File: src/rtl/uart_pkg.sv
// Shared types and helpers for the UART transmit path: FSM state encoding,
// baud divisor calculation and line-level constants.
package uart_pkg;

    typedef enum logic [1:0] {
        IDLE,
        START,
        DATA,
        STOP
    } tx_state_e;

    localparam int   DATA_BITS = 8;
    localparam logic START_LVL = 1'b0;
    localparam logic STOP_LVL  = 1'b1;

    // Rounded clock-cycles-per-bit, so odd ratios land on the nearest integer.
    function automatic int calc_div(input int clk_hz, input int baud);
        return (clk_hz + baud / 2) / baud;
    endfunction

endpackage

File: src/rtl/uart_tx_fifo.sv
// Generic synchronous FIFO with first-word-fall-through read data.
// DEPTH must be a power of two; pointers wrap naturally.
module uart_tx_fifo #(
    parameter int WIDTH = 8,
    parameter int DEPTH = 16
) (
    input  logic             clk,
    input  logic             rst_n,
    input  logic             push,
    input  logic [WIDTH-1:0] wdata,
    input  logic             pop,
    output logic [WIDTH-1:0] rdata,
    output logic             full,
    output logic             empty
);

    localparam int AW = $clog2(DEPTH);

    logic [WIDTH-1:0] mem [DEPTH];
    logic [AW-1:0]    wr_ptr;
    logic [AW-1:0]    rd_ptr;
    logic [AW:0]      count;
    logic             push_ok;
    logic             pop_ok;

    assign full    = (count == (AW+1)'(DEPTH));
    assign empty   = (count == '0);
    assign rdata   = mem[rd_ptr];
    assign push_ok = push && !full;
    assign pop_ok  = pop && !empty;

    always_ff @(posedge clk or negedge rst_n) begin
        if (!rst_n) begin
            wr_ptr <= '0;
            rd_ptr <= '0;
            count  <= '0;
        end else begin
            wr_ptr <= wr_ptr + AW'(push_ok);
            rd_ptr <= rd_ptr + AW'(pop_ok);
            count  <= count + (AW+1)'(push_ok) - (AW+1)'(pop_ok);
        end
    end

    // Storage needs no reset; validity is tracked by count.
    always_ff @(posedge clk) begin
        if (push_ok) mem[wr_ptr] <= wdata;
    end

endmodule

File: src/rtl/uart_tx_serializer.sv
// Byte-to-serial UART transmitter (8 data bits, no parity, 1 or 2 stop bits).
// Define UART_TX_FIFO_EN to place a FifoDepth-entry FIFO ahead of the shifter.
module uart_tx_serializer
    import uart_pkg::*;
#(
    parameter int ClkFrequency = 50000000,
    parameter int Baud         = 9600,
    parameter int StopBits     = 1,
    parameter int FifoDepth    = 16
) (
    input  logic                 clk,
    input  logic                 rst_n,
    input  logic                 TxD_start,
    input  logic [DATA_BITS-1:0] TxD_data,
    output logic                 TxD_busy,
    output logic                 TxD,
    output logic                 tx_idle
);

    localparam int DIV   = calc_div(ClkFrequency, Baud);
    localparam int CNT_W = (DIV > 1) ? $clog2(DIV) : 1;
    localparam logic [CNT_W-1:0] CNT_LAST = CNT_W'(DIV - 1);

    if (StopBits != 1 && StopBits != 2) begin : g_bad_stop
        $error("StopBits must be 1 or 2");
    end
    if (FifoDepth < 2 || (FifoDepth & (FifoDepth - 1)) != 0) begin : g_bad_depth
        $error("FifoDepth must be a power of two and at least 2");
    end

    tx_state_e            state;
    logic [CNT_W-1:0]     cnt;
    logic [2:0]           bit_idx;
    logic                 stop_idx;
    logic [DATA_BITS-1:0] shreg;

    logic                 accept;
    logic                 bit_end;
    logic                 stop_last;
    logic                 frame_end;
    logic                 byte_avail;
    logic                 load;
    logic [DATA_BITS-1:0] next_byte;

    assign accept    = TxD_start && !TxD_busy;
    assign bit_end   = (cnt == CNT_LAST);
    assign stop_last = (StopBits == 2) ? stop_idx : 1'b1;
    assign frame_end = (state == STOP) && bit_end && stop_last;
    // Loading straight out of STOP gives back-to-back frames with no idle gap.
    assign load      = byte_avail && ((state == IDLE) || frame_end);

`ifdef UART_TX_FIFO_EN
    logic                 fifo_full;
    logic                 fifo_empty;
    logic                 ack_q;
    logic [DATA_BITS-1:0] fifo_rdata;

    uart_tx_fifo #(
        .WIDTH (DATA_BITS),
        .DEPTH (FifoDepth)
    ) u_fifo (
        .clk   (clk),
        .rst_n (rst_n),
        .push  (accept),
        .wdata (TxD_data),
        .pop   (load),
        .rdata (fifo_rdata),
        .full  (fifo_full),
        .empty (fifo_empty)
    );

    // One-cycle ack pulse makes the wrapper drop its level request after each push.
    always_ff @(posedge clk or negedge rst_n) begin
        if (!rst_n) ack_q <= 1'b0;
        else        ack_q <= accept;
    end

    assign TxD_busy   = fifo_full || ack_q;
    assign byte_avail = !fifo_empty;
    assign next_byte  = fifo_rdata;
    assign tx_idle    = (state == IDLE) && fifo_empty;
`else
    logic busy_q;

    always_ff @(posedge clk or negedge rst_n) begin
        if (!rst_n)         busy_q <= 1'b0;
        else if (accept)    busy_q <= 1'b1;
        else if (frame_end) busy_q <= 1'b0;
    end

    assign TxD_busy   = busy_q;
    assign byte_avail = accept;
    assign next_byte  = TxD_data;
    assign tx_idle    = (state == IDLE);
`endif

    always_ff @(posedge clk or negedge rst_n) begin
        if (!rst_n) begin
            state    <= IDLE;
            cnt      <= '0;
            bit_idx  <= '0;
            stop_idx <= 1'b0;
            shreg    <= '0;
            TxD      <= STOP_LVL;
        end else if (load) begin
            state <= START;
            cnt   <= '0;
            shreg <= next_byte;
            TxD   <= START_LVL;
        end else begin
            case (state)
                IDLE: ;
                START: begin
                    if (bit_end) begin
                        state   <= DATA;
                        cnt     <= '0;
                        bit_idx <= '0;
                        TxD     <= shreg[0];
                        shreg   <= shreg >> 1;
                    end else begin
                        cnt <= cnt + 1'b1;
                    end
                end
                DATA: begin
                    if (bit_end) begin
                        cnt <= '0;
                        if (bit_idx == 3'(DATA_BITS - 1)) begin
                            state    <= STOP;
                            stop_idx <= 1'b0;
                            TxD      <= STOP_LVL;
                        end else begin
                            bit_idx <= bit_idx + 3'd1;
                            TxD     <= shreg[0];
                            shreg   <= shreg >> 1;
                        end
                    end else begin
                        cnt <= cnt + 1'b1;
                    end
                end
                STOP: begin
                    if (bit_end) begin
                        cnt <= '0;
                        if (stop_last) state    <= IDLE;
                        else           stop_idx <= 1'b1;
                    end else begin
                        cnt <= cnt + 1'b1;
                    end
                end
                default: state <= IDLE;
            endcase
        end
    end

endmodule

File: config.mk
export PLATFORM = sky130hd
export DESIGN_NAME = uart_tx_serializer
export DESIGN_NICKNAME = d
export VERILOG_FILES = /design/src/rtl/uart_pkg.sv /design/src/rtl/uart_tx_fifo.sv /design/src/rtl/uart_tx_serializer.sv
export SDC_FILE = /design/constraint.sdc
export NUM_CORES = 1
export LEC_CHECK = 0
export BUFFER_PORTS_ARGS = -buffer_cell sky130_fd_sc_hd__buf_2
export CAP_MARGIN = 20
export CORE_MARGIN = 5
export CORE_UTILIZATION = 61
export CTS_BUF_LIST = sky130_fd_sc_hd__clkbuf_8
export CTS_CLUSTER_DIAMETER = 150
export CTS_CLUSTER_SIZE = 24
export DETAILED_ROUTE_END_ITERATION = 12
export PLACE_DENSITY = 0.82
export SLEW_MARGIN = 30
export SYNTH_ARGS = -nofsm -noshare
export SYNTH_HDL_FRONTEND = slang
export SYNTH_SLANG_ARGS = --single-unit
File: constraint.sdc
create_clock -name clk -period 2.43 [get_ports clk]
set_clock_uncertainty 0.1 [all_clocks]
set_input_delay 0.1215 -clock clk [delete_from_list [all_inputs] [get_ports clk]]
set_output_delay 0.1215 -clock clk [all_outputs]
set_load 0.005 [all_outputs]
# == Yosys cells after proc, flatten, opt, wreduce, memory -nomap -nowiden ==
# Index checks and enable logic that the tools add are counted.
# op_classes
add_sub_neg,2
n_mul,0
n_div,0
order_cmp,0
n_eq_ne,13
shifts,0
mux,25
bitwise_logic,1
reduce_logical,16
# op_table
operator,n
13-bit two-way mux,3
8-bit two-way mux,4
8-bit one-hot mux with 2 select lines,1
"3-bit inequality test, second input constant",5
"13-bit by 1-bit adder with 13-bit output, second input constant",1
"13-bit == test, second input constant",1
2-bit two-way mux,5
5-bit AND reduction,2
3-bit two-way mux,3
1-bit two-way mux,6
"2-bit inequality test, second input constant",3
2-bit one-hot mux with 3 select lines,1
3-bit one-hot mux with 2 select lines,1
2-bit nonzero test,3
"2-bit == test, second input constant",2
4-bit AND reduction,1
4-bit nonzero test,1
"3-bit by 1-bit adder with 3-bit output, second input constant",1
"3-bit == test, second input constant",1
1-bit logical AND,3
3-bit AND reduction,1
3-bit nonzero test,1
3-bit OR reduction,1
"2-bit by 1-bit == test with 1-bit output, second input constant",1
other kinds (5),5
# word_totals
reg_bits,28
latchBits,0
ramBits,0
mem_bits_ro,0
inputBits,11
word_cells,63
mem_count,0

# == Depth between registers and ports, before layout ==
# depth
word_depth,6
ltp_mapped,9
ltp_nobuf,7

# == Worst setup path after synthesis ==
# OpenSTA, ideal clock, no wires.
# synth_timing
path_type,flip-flop to flip-flop
start,reg state[0]
end,reg state[1]
setup_ns,0.073
arrival_ns,1.827
path_slack_ns,0.430
stages_incl_launch_ff,8
path_buffers,1
synth_period_minus_slack_ns,2.000
cell_sequence,dfrtp_1 -> inv_1 -> ha_1 -> clkbuf_1 -> or3_1 -> a221oi_1 -> mux2i_1 -> nor2b_1
# synth_via
elab_chain_cells,6
word_cells_on_any_way,15
# synth_lines
element,line_no,text
"start, declared",uart_tx_serializer.sv:31,tx_state_e state;
"start signal, assigned",uart_tx_serializer.sv:99,state <= IDLE;
"start signal, assigned",uart_tx_serializer.sv:106,state <= START;
"start signal, assigned",uart_tx_serializer.sv:115,state <= DATA;
2-bit == test,"uart_tx_serializer.sv:48, uart_tx_serializer.sv:111",
1-bit logical AND,uart_tx_serializer.sv:48,assign frame_end = (state == STOP) && bit_end && stop_last;
1-bit logical OR,uart_tx_serializer.sv:50,assign load = byte_avail && ((state == IDLE) || frame_end);
1-bit logical AND,uart_tx_serializer.sv:50,
3-bit inequality test (no line) or 4-bit nonzero test (tied branches),--,
5-bit AND reduction (no line),--,
# Several ways; a longest one is shown, not always the timed one.
# A chain may end at the register's enable or synchronous reset.

# == Worst setup path after layout ==
# layout_timing
start,reg cnt[0]
end,reg shreg[5]
# layout_via
elab_chain_cells,6
word_cells_on_any_way,10
# layout_lines
element,line_no,text
"start, declared",uart_tx_serializer.sv:32,logic [CNT_W-1:0] cnt;
"start signal, assigned",uart_tx_serializer.sv:121,cnt <= cnt + 1'b1;
"start signal, assigned",uart_tx_serializer.sv:137,cnt <= cnt + 1'b1;
"start signal, assigned",uart_tx_serializer.sv:146,cnt <= cnt + 1'b1;
13-bit == test (*),uart_tx_serializer.sv:46,assign bit_end = (cnt == CNT_LAST);
1-bit logical AND,uart_tx_serializer.sv:48,
1-bit logical OR,uart_tx_serializer.sv:50,
1-bit logical AND,uart_tx_serializer.sv:50,
3-bit inequality test (no line) or 3-bit nonzero test (tied branches),--,
4-bit AND reduction (no line),--,
"end signal, assigned",uart_tx_serializer.sv:108,shreg <= next_byte;
"end signal, assigned",uart_tx_serializer.sv:119,shreg <= shreg >> 1;
"end signal, assigned",uart_tx_serializer.sv:134,shreg <= shreg >> 1;
"end, declared",uart_tx_serializer.sv:35,logic [DATA_BITS-1:0] shreg;
# Mark *: on every way between the ends. The rest lies on a longest branch, timed or not.

==> results.sh <==
export IMPL_timing_critical_path_to_type="flop"
export IMPL_path_cells="ha_1, and4b_1, nand3_2, a211oi_4, mux2i_1, o21ai_2"
export IMPL_crit_buf_inv=0
export IMPL_yosysUniqueCellTypes=39
export IMPL_cells_after_synth=152
export IMPL_layout_drive_gt1_share=0.193
export IMPL_final_cells=206
export IMPL_die_height_um=60.3
export IMPL_setup_violations=0
export IMPL_synth_largest_area_cell="dfrtp_1"
export IMPL_synthesis_area_um2=1540
export IMPL_critical_path_start_type="flop"
export IMPL_cts_buffers_inserted=3
export IMPL_timing_max_slew_rel_slack=0.581
export IMPL_crit_start="cnt[0]$_DFFE_PN0P_"
export IMPL_areaGrowthSynthToFinish_pct=15.1
export IMPL_post_synth_top_count_cell="dfrtp_1"
export IMPL_ys_warnings_count=0
export IMPL_io_pins=14
export IMPL_setup_ws_ps=169
export IMPL_drt_iter0_markers=45
export IMPL_cp_top_family="compound AO/OA/AOI/OAI gates"
export IMPL_fillers=188
export IMPL_post_drt_via_cell_ratio=5.69
export IMPL_route_detailed_drc=0
export IMPL_antenna_cells=0
export IMPL_setup_tns_ps=0
export IMPL_floorplan_die_area_um2=3630
export IMPL_worst_endpoint_arrival_ps=2310
export IMPL_ctsHtreeMaxLevel=1
export IMPL_globalRouteOverflowTotal=0
export IMPL_hold_path_class="in2reg"
export IMPL_globalplace_congestion=0.832
export IMPL_synthFlopType="dfrtp_1"
export IMPL_status="complete, no violations"
export IMPL_worst_path_max_fanout=9
export IMPL_syn_num_nets=170
export IMPL_worst_r2r_startpoint="cnt[0]$_DFFE_PN0P_"
export IMPL_post_cts_repair_setup_buffers=0
export IMPL_report_final_hold_viol_count=0
export IMPL_pin_count_of_the_biggest_net_entering_global_routing=29
export IMPL_min_from="TxD_data[7]"
export IMPL_clock_fmax_mhz=442
export IMPL_timing_setup_critical_path_class="reg2reg"
export IMPL_place_inst=194
export IMPL_cts_tree="yes"
export IMPL_gr_usage_all_layers=0.205
export IMPL_tritoncts_num_sinks=28
export IMPL_cap_viol_max_count=0
export IMPL_synthTopCellsByArea="dfrtp_1, mux2i_1, ha_1"
export IMPL_postSynthRegisterBits=28
export IMPL_route_detailed_wl_per_inst_um=15.4
export IMPL_synth_avg_cell_area_um2=10.1
export IMPL_routed_wl_um=3180
export IMPL_num_vias=1173
export IMPL_layout_nets=195
export IMPL_cts_root_cell="clkbuf_8"
export IMPL_grt_first_pass_wirelength_um=5540
export IMPL_fin_worst_hold_slack_ps=9.16
export IMPL_setup_repair_after_global_routing_missed_its_margin="false"
export IMPL_worst_slew_pin_transition_ps=629
export IMPL_route_antenna_remaining_nets=0
export IMPL_fp_coreArea_um2=2450
export IMPL_timing_critical_path_required_ps=2480
export IMPL_core_rowCount=18
export IMPL_longest_individual_stage_delay_on_the_worst_path_ps=550
export IMPL_synth_cells_most_frequent="dfrtp_1, nand2_1, nor2_1, mux2i_1, inv_1"
export IMPL_ctsHoldBuffers=8
export IMPL_portBuffers=13
export IMPL_async_set_reset_flop_share_out_of_synthesis=1.00
export IMPL_min_period_ps=2260
export IMPL_grt_pass1_vias=1174
export IMPL_dp_hpwl_um=2250
export IMPL_initial_core_util=0.628
export IMPL_die_width_um=60.3
export IMPL_clkLatencyLatePin_ps=270
export IMPL_p_leak_nw=0.767
export IMPL_antenna_found_initial=0
export IMPL_place_ws_ps=263
export IMPL_timing_max_transition_violations_final=0
export IMPL_ys_seq_area_frac=0.455
export IMPL_power_density_cells_nw_per_um2=440
export IMPL_vdd_drop_max_v=0.000408
export IMPL_crit_path_top_delay_cell="a211oi_4"
export IMPL_timing_final_crit_share=0.931
export IMPL_count_of_flip_flops_with_a_built_in_enable_after_synthesis=0
export IMPL_cts_reportedPaths_clkPinSlew_ps=90
export IMPL_cts_root_to_sink_buffers=2
export IMPL_first_pass_iters=4
export IMPL_ctsResizeCount=0
export IMPL_post_synth_top_area_fraction=0.438
==> layout by cell type (no fill, tap or decap), types with 2 or more instances in the layout <==
cell type	n
buf_4	3
and4b_1	2
dfrtp_1	27
nor3_1	3
inv_1	9
buf_2	13
o21ai_2	7
and3_1	2
ha_1	7
xor2_1	4
nor2b_1	4
dlygate4sd3_1	8
nand2_1	18
a21oi_1	5
nand2b_1	2
o21ai_0	3
or3_1	2
nor2_1	15
nand3_1	4
mux2i_1	10
clkbuf_8	3
xnor2_1	5
nand4_1	2
==> routing by layer <==
| metal | GRT usage | vias up | wire length, um |
|---|---|---|---|
| met5 | 0 | - | 0 |
| met1 | 0.289 | 578 | 1410 |
| met2 | 0.329 | 15 | 1620 |
| li1 | - | 574 | - |
| met3 | 0.0324 | 6 | 88 |
| met4 | 0.0506 | 0 | 55 |
==> power breakdown <==
| group | switching [W] | internal (W) |
|---|---|---|
| Combinational | 0.0000227 | 0.0000246 |
| Sequential | 0.00000671 | 0.000477 |
| Clock | 0.000136 | 0.000113 |
| Total | 0.000165 | 0.000615 |
==> state kept, by name, indices dropped and copies added, names as in the netlist <==
register and count:
TxD 1, bit_idx 3, state 2, TxD_busy 1, shreg 8, cnt 13
==> metrics by stage <==
stage | utilization | cell area [um^2] | total power, W
2_1_floorplan | - | 1540 | 0.000506
6_report | 0.723 | 1770 | 0.000780
3_3_place_gp | 0.672 | 1650 | 0.000527
3_5_place_dp | 0.672 | 1650 | 0.000530
5_1_grt | 0.723 | 1770 | 0.000816
4_1_cts | 0.723 | 1770 | 0.000787
==> kinds of logic after synthesis <==
group / share of synthesized area
simple gates: 0.203
fa+ha+maj: 0.0568
xor+xnor: 0.0511
mux: 0.0722
buf+inv: 0.0308
compound gates: 0.131
flops: 0.455
==> cell type report <==
type	count	area [um^2]	share of cell area
Clock buffer	3	41.3	0.0233
Inverter	8	30.0	0.0169
Multi-Input combinational cell	112	792	0.446
Tap cell	30	37.5	0.0212
Clock inverter	1	3.75	0.00212
Timing Repair Buffer	24	168	0.0945
Sequential cell	28	702	0.396
==> path summary, 6_finish.rpt <==
check	end	slack, ps	depth (start not counted)
worst max-delay path	shreg[5]$_DFFE_PN0P_	170	6
worst min-delay path	shreg[7]$_DFFE_PN0P_	9	2
worst max register to register	shreg[5]$_DFFE_PN0P_	170	6
worst min register to register	cnt[0]$_DFFE_PN0P_	410	1
max in group asynchronous	shreg[7]$_DFFE_PN0P_	1520	2
min in group asynchronous	cnt[10]$_DFFE_PN0P_	300	2
No activity file was read; power rests on OpenSTA's default activity.
